**src/rtl/pcm_mm_master.sv**
```systemverilog
// Avalon-MM initiator that fills a PCM word range with an incrementing pattern
// or reads it back and counts mismatches. Accesses are issued from registers one cycle after the FSM decides them.
module pcm_mm_master #(
    parameter int ADDR_W = 11,
    parameter int DATA_W = 16,
    parameter int LEN_W  = 12
) (
    input  logic              clk,
    input  logic              reset_n,
    input  logic              cmd_valid,
    output logic              cmd_ready,
    input  logic [1:0]        cmd_op,
    input  logic [ADDR_W-1:0] cmd_base,
    input  logic [LEN_W-1:0]  cmd_len,
    input  logic [DATA_W-1:0] cmd_seed,
    input  logic              hold,
    output logic [ADDR_W-1:0] mm_address,
    output logic              mm_chipselect,
    output logic              mm_clken,
    output logic              mm_write,
    output logic [DATA_W-1:0] mm_writedata,
    output logic [1:0]        mm_byteenable,
    input  logic [DATA_W-1:0] mm_readdata,
    output logic              busy,
    output logic              done,
    output logic              err,
    output logic [LEN_W-1:0]  err_count,
    output logic [ADDR_W-1:0] err_addr
);

    localparam logic [2:0] S_IDLE   = 3'd0;
    localparam logic [2:0] S_FILL   = 3'd1;
    localparam logic [2:0] S_VREAD  = 3'd2;
    localparam logic [2:0] S_VDRAIN = 3'd3;
    localparam logic [2:0] S_DONE   = 3'd4;

    logic [2:0]        state_q, state_d;
    logic [LEN_W-1:0]  k_q, k_d;
    logic [ADDR_W-1:0] base_q;
    logic [LEN_W-1:0]  len_q;
    logic [DATA_W-1:0] seed_q;

    logic              cs_q, we_q, done_q, busy_q;
    logic [ADDR_W-1:0] addr_q;
    logic [DATA_W-1:0] wdata_q, pat_q;

    logic              rd_pend_q;
    logic [DATA_W-1:0] rd_exp_q;
    logic [ADDR_W-1:0] rd_addr_q;
    logic              err_q;
    logic [LEN_W-1:0]  err_cnt_q;
    logic [ADDR_W-1:0] err_addr_q;

    logic              accept_s, last_s, mismatch_s;
    logic              iss_cs_s, iss_we_s;
    logic [ADDR_W-1:0] iss_addr_s, addr_k_s;
    logic [DATA_W-1:0] iss_data_s, iss_pat_s, pat_k_s;

    assign accept_s   = cmd_valid && cmd_ready;
    assign addr_k_s   = base_q + ADDR_W'(k_q);
    assign pat_k_s    = seed_q + DATA_W'(k_q);
    assign last_s     = (k_q == (len_q - LEN_W'(1)));
    assign mismatch_s = rd_pend_q && (mm_readdata != rd_exp_q);

    // Next-state and access-decision logic
    always_comb begin
        state_d    = state_q;
        k_d        = k_q;
        iss_cs_s   = 1'b0;
        iss_we_s   = 1'b0;
        iss_addr_s = {ADDR_W{1'b0}};
        iss_data_s = {DATA_W{1'b0}};
        iss_pat_s  = {DATA_W{1'b0}};
        case (state_q)
            S_IDLE: begin
                if (accept_s) begin
                    k_d = {LEN_W{1'b0}};
                    if ((cmd_len == {LEN_W{1'b0}}) || cmd_op[1]) begin
                        state_d = S_DONE;
                    end else if (cmd_op[0]) begin
                        state_d = S_VREAD;
                    end else begin
                        state_d = S_FILL;
                    end
                end else begin
                    state_d = S_IDLE;
                end
            end
            S_FILL: begin
                iss_cs_s   = 1'b1;
                iss_we_s   = 1'b1;
                iss_addr_s = addr_k_s;
                iss_data_s = pat_k_s;
                iss_pat_s  = pat_k_s;
                k_d        = k_q + LEN_W'(1);
                if (last_s) begin
                    state_d = S_DONE;
                end else begin
                    state_d = S_FILL;
                end
            end
            S_VREAD: begin
                iss_cs_s   = 1'b1;
                iss_addr_s = addr_k_s;
                iss_pat_s  = pat_k_s;
                k_d        = k_q + LEN_W'(1);
                if (last_s) begin
                    state_d = S_VDRAIN;
                end else begin
                    state_d = S_VREAD;
                end
            end
            S_VDRAIN: state_d = S_DONE;
            S_DONE:   state_d = S_IDLE;
            default:  state_d = S_IDLE;
        endcase
    end

    // FSM, command latch and registered bus outputs; everything freezes under hold
    always_ff @(posedge clk or negedge reset_n) begin
        if (!reset_n) begin
            state_q <= S_IDLE;
            k_q     <= {LEN_W{1'b0}};
            base_q  <= {ADDR_W{1'b0}};
            len_q   <= {LEN_W{1'b0}};
            seed_q  <= {DATA_W{1'b0}};
            cs_q    <= 1'b0;
            we_q    <= 1'b0;
            addr_q  <= {ADDR_W{1'b0}};
            wdata_q <= {DATA_W{1'b0}};
            pat_q   <= {DATA_W{1'b0}};
            done_q  <= 1'b0;
            busy_q  <= 1'b0;
        end else if (!hold) begin
            state_q <= state_d;
            k_q     <= k_d;
            if (accept_s) begin
                base_q <= cmd_base;
                len_q  <= cmd_len;
                seed_q <= cmd_seed;
            end
            cs_q    <= iss_cs_s;
            we_q    <= iss_we_s;
            addr_q  <= iss_addr_s;
            wdata_q <= iss_data_s;
            pat_q   <= iss_pat_s;
            done_q  <= (state_q == S_DONE);
            busy_q  <= (state_q != S_IDLE);
        end
    end

    // Read-compare pipeline: data returns on the first unheld cycle after the issue
    always_ff @(posedge clk or negedge reset_n) begin
        if (!reset_n) begin
            rd_pend_q  <= 1'b0;
            rd_exp_q   <= {DATA_W{1'b0}};
            rd_addr_q  <= {ADDR_W{1'b0}};
            err_q      <= 1'b0;
            err_cnt_q  <= {LEN_W{1'b0}};
            err_addr_q <= {ADDR_W{1'b0}};
        end else if (!hold) begin
            rd_pend_q <= cs_q && !we_q;
            rd_exp_q  <= pat_q;
            rd_addr_q <= addr_q;
            if (accept_s) begin
                err_q      <= 1'b0;
                err_cnt_q  <= {LEN_W{1'b0}};
                err_addr_q <= {ADDR_W{1'b0}};
            end else if (mismatch_s) begin
                err_q <= 1'b1;
                if (err_cnt_q != {LEN_W{1'b1}}) begin
                    err_cnt_q <= err_cnt_q + LEN_W'(1);
                end
                if (!err_q) begin
                    err_addr_q <= rd_addr_q;
                end
            end
        end
    end

    assign cmd_ready     = (state_q == S_IDLE) && !hold;
    assign mm_chipselect = cs_q && !hold;
    assign mm_write      = we_q && !hold;
    assign mm_clken      = !hold;
    assign mm_address    = addr_q;
    assign mm_writedata  = wdata_q;
    assign mm_byteenable = 2'b11;
    assign done          = done_q && !hold;
    assign busy          = busy_q || (state_q != S_IDLE);
    assign err           = err_q;
    assign err_count     = err_cnt_q;
    assign err_addr      = err_addr_q;

endmodule

```
**config.mk**
```make
export PLATFORM = sky130hd
export DESIGN_NAME = pcm_mm_master
export DESIGN_NICKNAME = d
export VERILOG_FILES = /design/src/rtl/pcm_mm_master.sv
export SDC_FILE = /design/constraint.sdc
export NUM_CORES = 1
export LEC_CHECK = 0
export BUFFER_PORTS_ARGS = -buffer_cell sky130_fd_sc_hd__buf_2
export CORE_ASPECT_RATIO = 0.7
export CORE_MARGIN = 2
export CORE_UTILIZATION = 34
export CTS_CLUSTER_DIAMETER = 30
export CTS_CLUSTER_SIZE = 8
export DETAILED_ROUTE_END_ITERATION = 12
export PLACE_DENSITY = 0.49
export SYNTH_ARGS = -nofsm -noshare
export SYNTH_HDL_FRONTEND = slang
export SYNTH_SLANG_ARGS = --single-unit
```
**constraint.sdc**
```tcl
create_clock -name clk -period 5.35 [get_ports clk]
set_input_delay 1.07 -clock clk [delete_from_list [all_inputs] [get_ports clk]]
set_output_delay 1.07 -clock clk [all_outputs]
set_load 0.03 [all_outputs]
```
Word level (Yosys, flattened, before mapping). Cells that the tools add are included.

Eq/ne operators: 9. Reductions and logical operators: 23. Shift operators: 0. Div/mod/pow operators: 0. Mux-type cells: 21. Add/sub/neg operators: 5. Bitwise operators: 1. $mul: 0. Order comparisons: 0.

Operator list (number): 2-to-1 mux 12 bit (4); 2-to-1 mux 11 bit (4); 2-to-1 mux 16 bit (2); adder 12 x 1 -> 12 bit (second input constant) (2); case mux 12 bit (2 select lines) (1); adder 16 x 12 -> 16 bit (1); inequality test 16 bit (1); == test 12 bit (1); logical NOT 12 bit (1); inequality test 12 bit (second input constant) (1); case mux 3 bit (4 select lines) (1); subtractor 12 x 1 -> 12 bit (second input constant) (1); adder 11 bit (1); 2-to-1 mux 3 bit (3); AND reduction 3 bit (3); logical AND 1 bit (7); == test 3 x 2 -> 1 bit (second input constant) (2); nonzero test 2 bit (3); 2-to-1 mux 1 bit (5); AND reduction 2 bit (2); == test 3 x 1 -> 1 bit (second input constant) (1); == test 3 bit (second input constant) (1); logical NOT 3 bit (1); nonzero test 3 bit (1); other kinds (7) (9).

Word-level logic and storage cells: 77. Bits in latches: 0. Bits in read-only memories: 0. Bits of input ports: 61. Flip-flop bits (word level): 153. Output and inout bits: 59. Bits in writable memories: 0. Memories: 0.

Logic depth before layout (Yosys ltp). Gate-level depths: netlist of the first run.

Word-level depth: 5. Gate-level depth with buffers: 9. Gate-level depth less buffers: 8.

Worst setup path after synthesis of the first run. Ideal clock, no wire load.

Kind: input port to output port. Start point: in hold. End point: out mm_write. Cell stages on the path: 4. Slack: 2.167 ns. Arrival: 2.113 ns. Required time: 4.280 ns. Path buffers: 3. Path through: clkbuf_1 clkbuf_1 buf_1 nor2_1.

Longest elaborated chain between the ends: 2.

Ends and longest elaborated chain: from (decl) (line 16) `input logic hold,`; logical NOT 1 bit (line 183) `assign mm_write = we_q && !hold;`; logical AND 1 bit (line 183); to (decl) (line 20) `output logic mm_write,`.

Every way passes these cells.

Worst setup path in the final report of the first run.
Start point: in hold. End point: out cmd_ready.

Longest elaborated chain between the ends: 2.

Ends and longest elaborated chain: logical NOT 1 bit (line 181) `assign cmd_ready = (state_q == S_IDLE) && !hold;`; logical AND 1 bit (line 181); to (decl) (line 11) `output logic cmd_ready,`.

Every way passes these cells.

==> results of run 1 <==
Yosys cell counts (13+ instances only):
library cell    n
nor2_1         46
mux2i_1        15
mux2_1         27
nand4_1        13
clkbuf_1       27
a21o_1         13
dfrtp_1       153
and3_1         13
nand2_1       164
a21oi_1        25
ha_1           25
xor2_1         16
o21ai_1        20
xnor2_1        42
a22o_1         20
per-stage QoR:
stage                     utilization [%]  hold slack, ns  area, um^2
final                                41.0           0.476        9280
after global routing                 41.0           0.498        9280
after CTS                            41.0           0.481        9280
after detailed placement             38.5           0.463        8710
after global placement               38.5           0.459        8710
after floorplan                         -           0.443        7820
final timing paths:
path                          endpoint  slack [ns]  startpoint  cells after the start
max                          cmd_ready        2.24        hold                      3
max reg2reg                  pat_q[13]        2.34      k_q[3]                      7
min                               cs_q        0.48        cs_q                      2
min in group asynchronous  err_addr[6]        0.67     reset_n                      1
min reg2reg                       cs_q        0.48        cs_q                      2
max in group asynchronous    len_q[11]        3.53     reset_n                      2
power breakdown:
part	switching, mW	total [mW]	internal (mW)
Combinational	1.23	2.06	0.834
Sequential	0.459	2.09	1.63
Clock	0.533	1.19	0.654
Total	2.22	5.33	3.12
sequential cells by signal, summed over array words and instances (netlist names), 3 cells and up:
signal and count:
mm_writedata 16, pat_q 16, rd_exp_q 16, seed_q 16, err_count 12, k_q 12, len_q 12, base_q 11
err_addr 11, mm_address 11, rd_addr_q 11, state_q 3
cell families (layout without fill, tap and decap cells):
group | count (synthesis) | count (layout)
buf+inv | 49 | 169
other cells | 1 | 2
simple gates | 312 | 312
fa+ha+maj | 27 | 27
compound gates | 138 | 138
flops | 153 | 153
mux | 42 | 42
xor+xnor | 58 | 58
area by class of cell:
cell class	instances	area share (%)
Timing Repair Buffer	125	7.05
Tap cell	312	4.21
Clock inverter	14	1.52
Clock buffer	18	4.63
Multi-Input combinational cell	579	40.8
Sequential cell	153	41.3
Inverter	12	0.486
layer usage:
layer / vias to the layer above / wire length [um]
li1: 2975 / -
met1: 2899 / 11700
met2: 148 / 7970
met3: 12 / 976
met4: 0 / 162
met5: - / 0
critical path, cell delays in order:
cell    delay (ns)
buf_4         0.23
nor4_2        0.42
buf_2         0.31
==> results.md, run 1 <==
### STA
* **relative slew slack** 30.7%
* **part of the cycle the worst path needs** 58.1%
* **Hold Violations, Final** 0
* **Max Transition Viols Final** 0
* **Final Skew** 0.0106 ns
* **worst-margin pin slew** 1.03 ns
* **total negative setup slack** 0 ns
* **final number of setup-violating endpoints** 0
* **setup repair after global routing missed its margin** false
* **Highest Clock Rate** 322 MHz
* **setup slack after layout** 2.24 ns
* **final period demand of the worst path** 3.11 ns

### Clocking
* **post_cts resized** 0
* **Clock Sinks** 153
* **CTS clock-pin slew for the worst setup and hold paths** 0.06 ns
* **CTS tree** built
* **maximum count of clock buffers along a single path** 2
* **cts bufs inserted** 17
* **H-tree Lvls** 4
* **buffers inserted by post-CTS timing repair** 0
* **CTS root buf** clkbuf_16
* **Post-CTS Hold Fix Bufs** 0
* **clock network latency to the later pin of the worst-skew pair** 0.43 ns

### Synthesis
* **yosys warns** 0
* **synth unique cells** 71
* **area share of the largest cell type after synthesis** 49.0%
* **multiplexer area fraction after synthesis** 5.81%
* **FFs w/ async S/R, synth** 100%
* **cell taking the most area after synthesis** dfrtp_1
* **Post-Synth XOR/XNOR Area** 6.50%
* **adder-cell share of the synthesized area** 4.51%
* **sequential-to-total area share from yosys stat** 49.0%
* **post-synthesis simple-gate area fraction** 18.8%
* **synthesized cell area** 0.00781 mm^2
* **Synth Area in Compound Gates** 12.6%
* **#FFs+latches synth** 153
* **Syn Inst Count** 780
* **Synth Area per Inst** 10.0 um^2
* **number of enable flip-flop cells after synthesis** 0
* **cell types with the largest area share after synthesis** dfrtp_1 (49%), nand2_1 (7.9%), xnor2_1 (4.7%)
* **main flop type after synthesis** dfrtp_1
* **dominant combinational cell family by area after synthesis** simple AND/OR/NAND/NOR gates

### Status
* **outcome** completed

### Global routing
* **met3 demand-to-capacity share in global routing** 3.82%
* **Total GRT Usage** 17.8%
* **via count of the first global-routing pass** 5532
* **most used routing layer in global routing** met1
* **met1 Use GR** 28.9%
* **global routing met2 resource utilization** 23.5%
* **wire length of the first global-routing pass** 32.7 mm
* **largest net degree at the start of global routing** 78
* **number of antenna violations at the first check in global routing** 0
* **total grt overflow** 0

### Drt
* **DRT Pass-1 Iters** 5
* **DRC marker count from the first detailed-route iteration** 411
* **routed length per placed instance** 17.1 um
* **remaining antenna violation count** 0
* **DRC Markers** 0
* **average vias per placed instance** 4.97
* **overall via count from detail_route** 6034
* **final wirelength** 20.8 mm

### Cells and area
* **commonest non-fill, non-tap cells in the layout** nand2_1 (164), dfrtp_1 (153), buf_2 (115), nor2_1 (46), xnor2_1 (42)
* **area taken by multi-input logic gates** 0.00379 mm^2
* **Sequential Area** 0.00383 mm^2
* **filler instances** 2302
* **layout overhead on the synthesized area** 18.7%
* **most common cell after layout, fill and taps aside** nand2_1
* **share of final-layout standard cells stronger than drive strength 1** 19.5%
* **Diodes inserted** 0
* **post-route non-filler standard cell count** 1213
* **layout net count** 976

### Critical path
* **Worst Setup Path Type** in2out
* **data required time of the worst path** 4.28 ns
* **maximum net fanout on the critical path** 34
* **kind of launch point of the worst setup path** primary input
* **data arrival time at the worst-slack endpoint** 2.04 ns
* **CP Capture Type** primary output

### Floorplanning
* **ports placed on the boundary** 120
* **Die H** 131 um
* **placement row count** 46
* **core area** 0.0226 mm^2
* **Die X** 185 um
* **starting density of the core** 34.6%
* **floorplan die area** 0.0242 mm^2

### Job
* **Max-cap violations** 0

### Placement
* **number of placed instances with taps included** 1181
* **worst setup slack after placement** 2.15 ns
* **HPWL after detailed placement** 15.0 mm
* **final weighted congestion in routability-driven placement** 0.831
* **Port Buffers** 117

### Pwr
* **maximum vdd drop** 0.262 mV
* **power per standard cell area** 575 mW/mm^2
* **Total Power** 5.33 mW
* **static power due to leakage** 4.54 nW

### Min path
* **path category of the worst min-delay check** reg2reg

No activity file was read; power rests on OpenSTA's default activity.
==> inputs of run 2 (changes only) <==
==> constraint.sdc (replaced) <==
create_clock -name clk -period 3.1 [get_ports clk]
set_input_delay 0.62 -clock clk [delete_from_list [all_inputs] [get_ports clk]]
set_output_delay 0.62 -clock clk [all_outputs]
set_load 0.03 [all_outputs]
==> run 2 against run 1 <==
Register-to-register slack worse by 2.1 ns. Global-route usage about the same. Combinational power up 74%. Critical path type is now reg2reg. Largest power group is now combinational cells. Worst setup slack worse by 2.0 ns.
==> results.md, run 2 (synthesized netlist as in run 1, its figures left out) <==
### Status
* **outcome** completed

### Critical path
* **count of cells along the worst register-to-register path** 8, +1
* **Worst Setup Path Type** reg2reg
* **critical path cell sequence** ha_1, fa_1, a21o_1, a221oi_1, nor3_1, o41ai_2, xnor2_1, a31o_1
* **critical path depth** 8, +5
* **count of buffering cells on the critical path with inverters included** 0, -2
* **highest cell delay on the worst timing path** 0.48 ns, +0.06 ns
* **data required time of the worst path** 3.42 ns, -0.86 ns
* **kind of launch point of the worst setup path** flip-flop
* **CP Capture Type** flip-flop
* **maximum net fanout on the critical path** 7, -79%
* **Slowest-stage cell, CP** dfrtp_1
* **family with the most delay on the worst path** compound AO/OA/AOI/OAI gates
* **data arrival time at the worst-slack endpoint** 3.23 ns, +1.19 ns

### Clocking
* **Clock Sinks** 153, unchanged
* **CTS root buf** clkbuf_16
* **H-tree Lvls** 4, unchanged
* **Post-CTS Hold Fix Bufs** 0, unchanged
* **maximum count of clock buffers along a single path** 2, unchanged
* **cts bufs inserted** 17, unchanged
* **clock network latency to the later pin of the worst-skew pair** 0.44 ns, about the same
* **post_cts resized** 0, unchanged
* **buffers inserted by post-CTS timing repair** 0, unchanged
* **CTS clock-pin slew for the worst setup and hold paths** 0.07 ns, about the same
* **CTS tree** built

### Placement
* **final weighted congestion in routability-driven placement** 0.804, -3.2%
* **Port Buffers** 117, unchanged
* **HPWL after detailed placement** 15.1 mm, +0.68%
* **number of placed instances with taps included** 1189, +0.68%

### STA
* **Highest Clock Rate** 344 MHz
* **Hold Violations, Final** 0, unchanged
* **part of the cycle the worst path needs** 93.6%
* **worst-margin pin slew** 0.730 ns, -0.303 ns
* **Final Skew** 0.0120 ns, +0.00145 ns
* **final period demand of the worst path** 2.90 ns
* **Max Transition Viols Final** 0, unchanged
* **final number of setup-violating endpoints** 0, unchanged
* **relative slew slack** 51.3%, +21 points
* **total negative setup slack** 0 ns, unchanged
* **setup repair after global routing missed its margin** false

### Cells and area
* **most common cell after layout, fill and taps aside** nand2_1
* **final cell utilization of the core** 41.6%, +0.55 points
* **Diodes inserted** 0, unchanged
* **commonest non-fill, non-tap cells in the layout** nand2_1 (164), dfrtp_1 (153), buf_2 (115), nor2_1 (46), xnor2_1 (42)
* **layout overhead on the synthesized area** 20.3%
* **layout net count** 984, +0.82%
* **post-route non-filler standard cell count** 1221, +0.66%
* **share of final-layout standard cells stronger than drive strength 1** 20.1%, +0.60 points

### Drt
* **final wirelength** 20.7 mm, -0.39%
* **DRC marker count from the first detailed-route iteration** 441, +7.3%
* **DRC Markers** 0, unchanged
* **remaining antenna violation count** 0, unchanged
* **overall via count from detail_route** 5996, -0.63%
* **average vias per placed instance** 4.91, -1.3%
* **routed length per placed instance** 16.9 um, -1.0%
* **DRT Pass-1 Iters** 5, unchanged

### Floorplanning
* **Die H** 131 um, unchanged
* **starting density of the core** 34.6%, unchanged
* **Die X** 185 um, unchanged
* **placement row count** 46, unchanged
* **floorplan die area** 0.0242 mm^2, unchanged
* **ports placed on the boundary** 120, unchanged
* **core area** 0.0226 mm^2, unchanged

### Global routing
* **number of antenna violations at the first check in global routing** 0, unchanged
* **largest net degree at the start of global routing** 78, unchanged
* **Total GRT Usage** 17.9%, +0.021 points
* **via count of the first global-routing pass** 5515, -0.31%
* **wire length of the first global-routing pass** 32.5 mm, -0.74%
* **total grt overflow** 0, unchanged

### Pwr
* **maximum vdd drop** 0.474 mV, +81%
* **power per standard cell area** 988 mW/mm^2, +72%
* **static power due to leakage** 4.60 nW, +1.4%

### Min path
* **path category of the worst min-delay check** in2async

### Job
* **Max-cap violations** 0, unchanged

run 2: final timing paths:
kind                              from           to  slack (ns)
min in group clk           cmd_base[9]    base_q[9]        0.38
min reg2reg                       cs_q         cs_q        0.48
min                            reset_n  err_addr[7]        0.11
max in group asynchronous      reset_n       k_q[8]        2.26
max                             k_q[0]    pat_q[12]        0.20
max reg2reg                     k_q[0]    pat_q[12]        0.20
run 2: area by class of cell:
type	instances	area, um^2
Clock inverter	11	136
Clock buffer	21	460
Sequential cell	153	3830
Tap cell	312	390
Inverter	12	45.0
Fill cell	2223	13200
Timing Repair Buffer	133	752
Multi-Input combinational cell	579	3790
run 2: routing by layer:
layer | part of all wire [%] | GRT usage (%)
met4 | 0.88 | 4.81
met2 | 38 | 22.4
met3 | 5.0 | 4.30
met5 | 0 | 0
met1 | 57 | 29.3
run 2: report_power, final:
group | leakage, nW | internal (mW) | switching [mW]
registers | 1.95 | 2.81 | 0.759
logic | 2.36 | 1.47 | 2.12
clock network | 0.290 | 1.24 | 0.886
run 2: metrics by stage:
step           setup slack, ns  hold slack [ns]  area (um^2)  total power, mW
2_1_floorplan            0.485            0.324         7820             6.01
3_3_place_gp             0.346            0.463         8800             7.18
3_5_place_dp             0.283            0.467         8800             7.19
4_1_cts                  0.219            0.129         9400             9.36
5_1_grt                 0.0386            0.142         9400             9.96
6_report                 0.197            0.113         9400             9.28
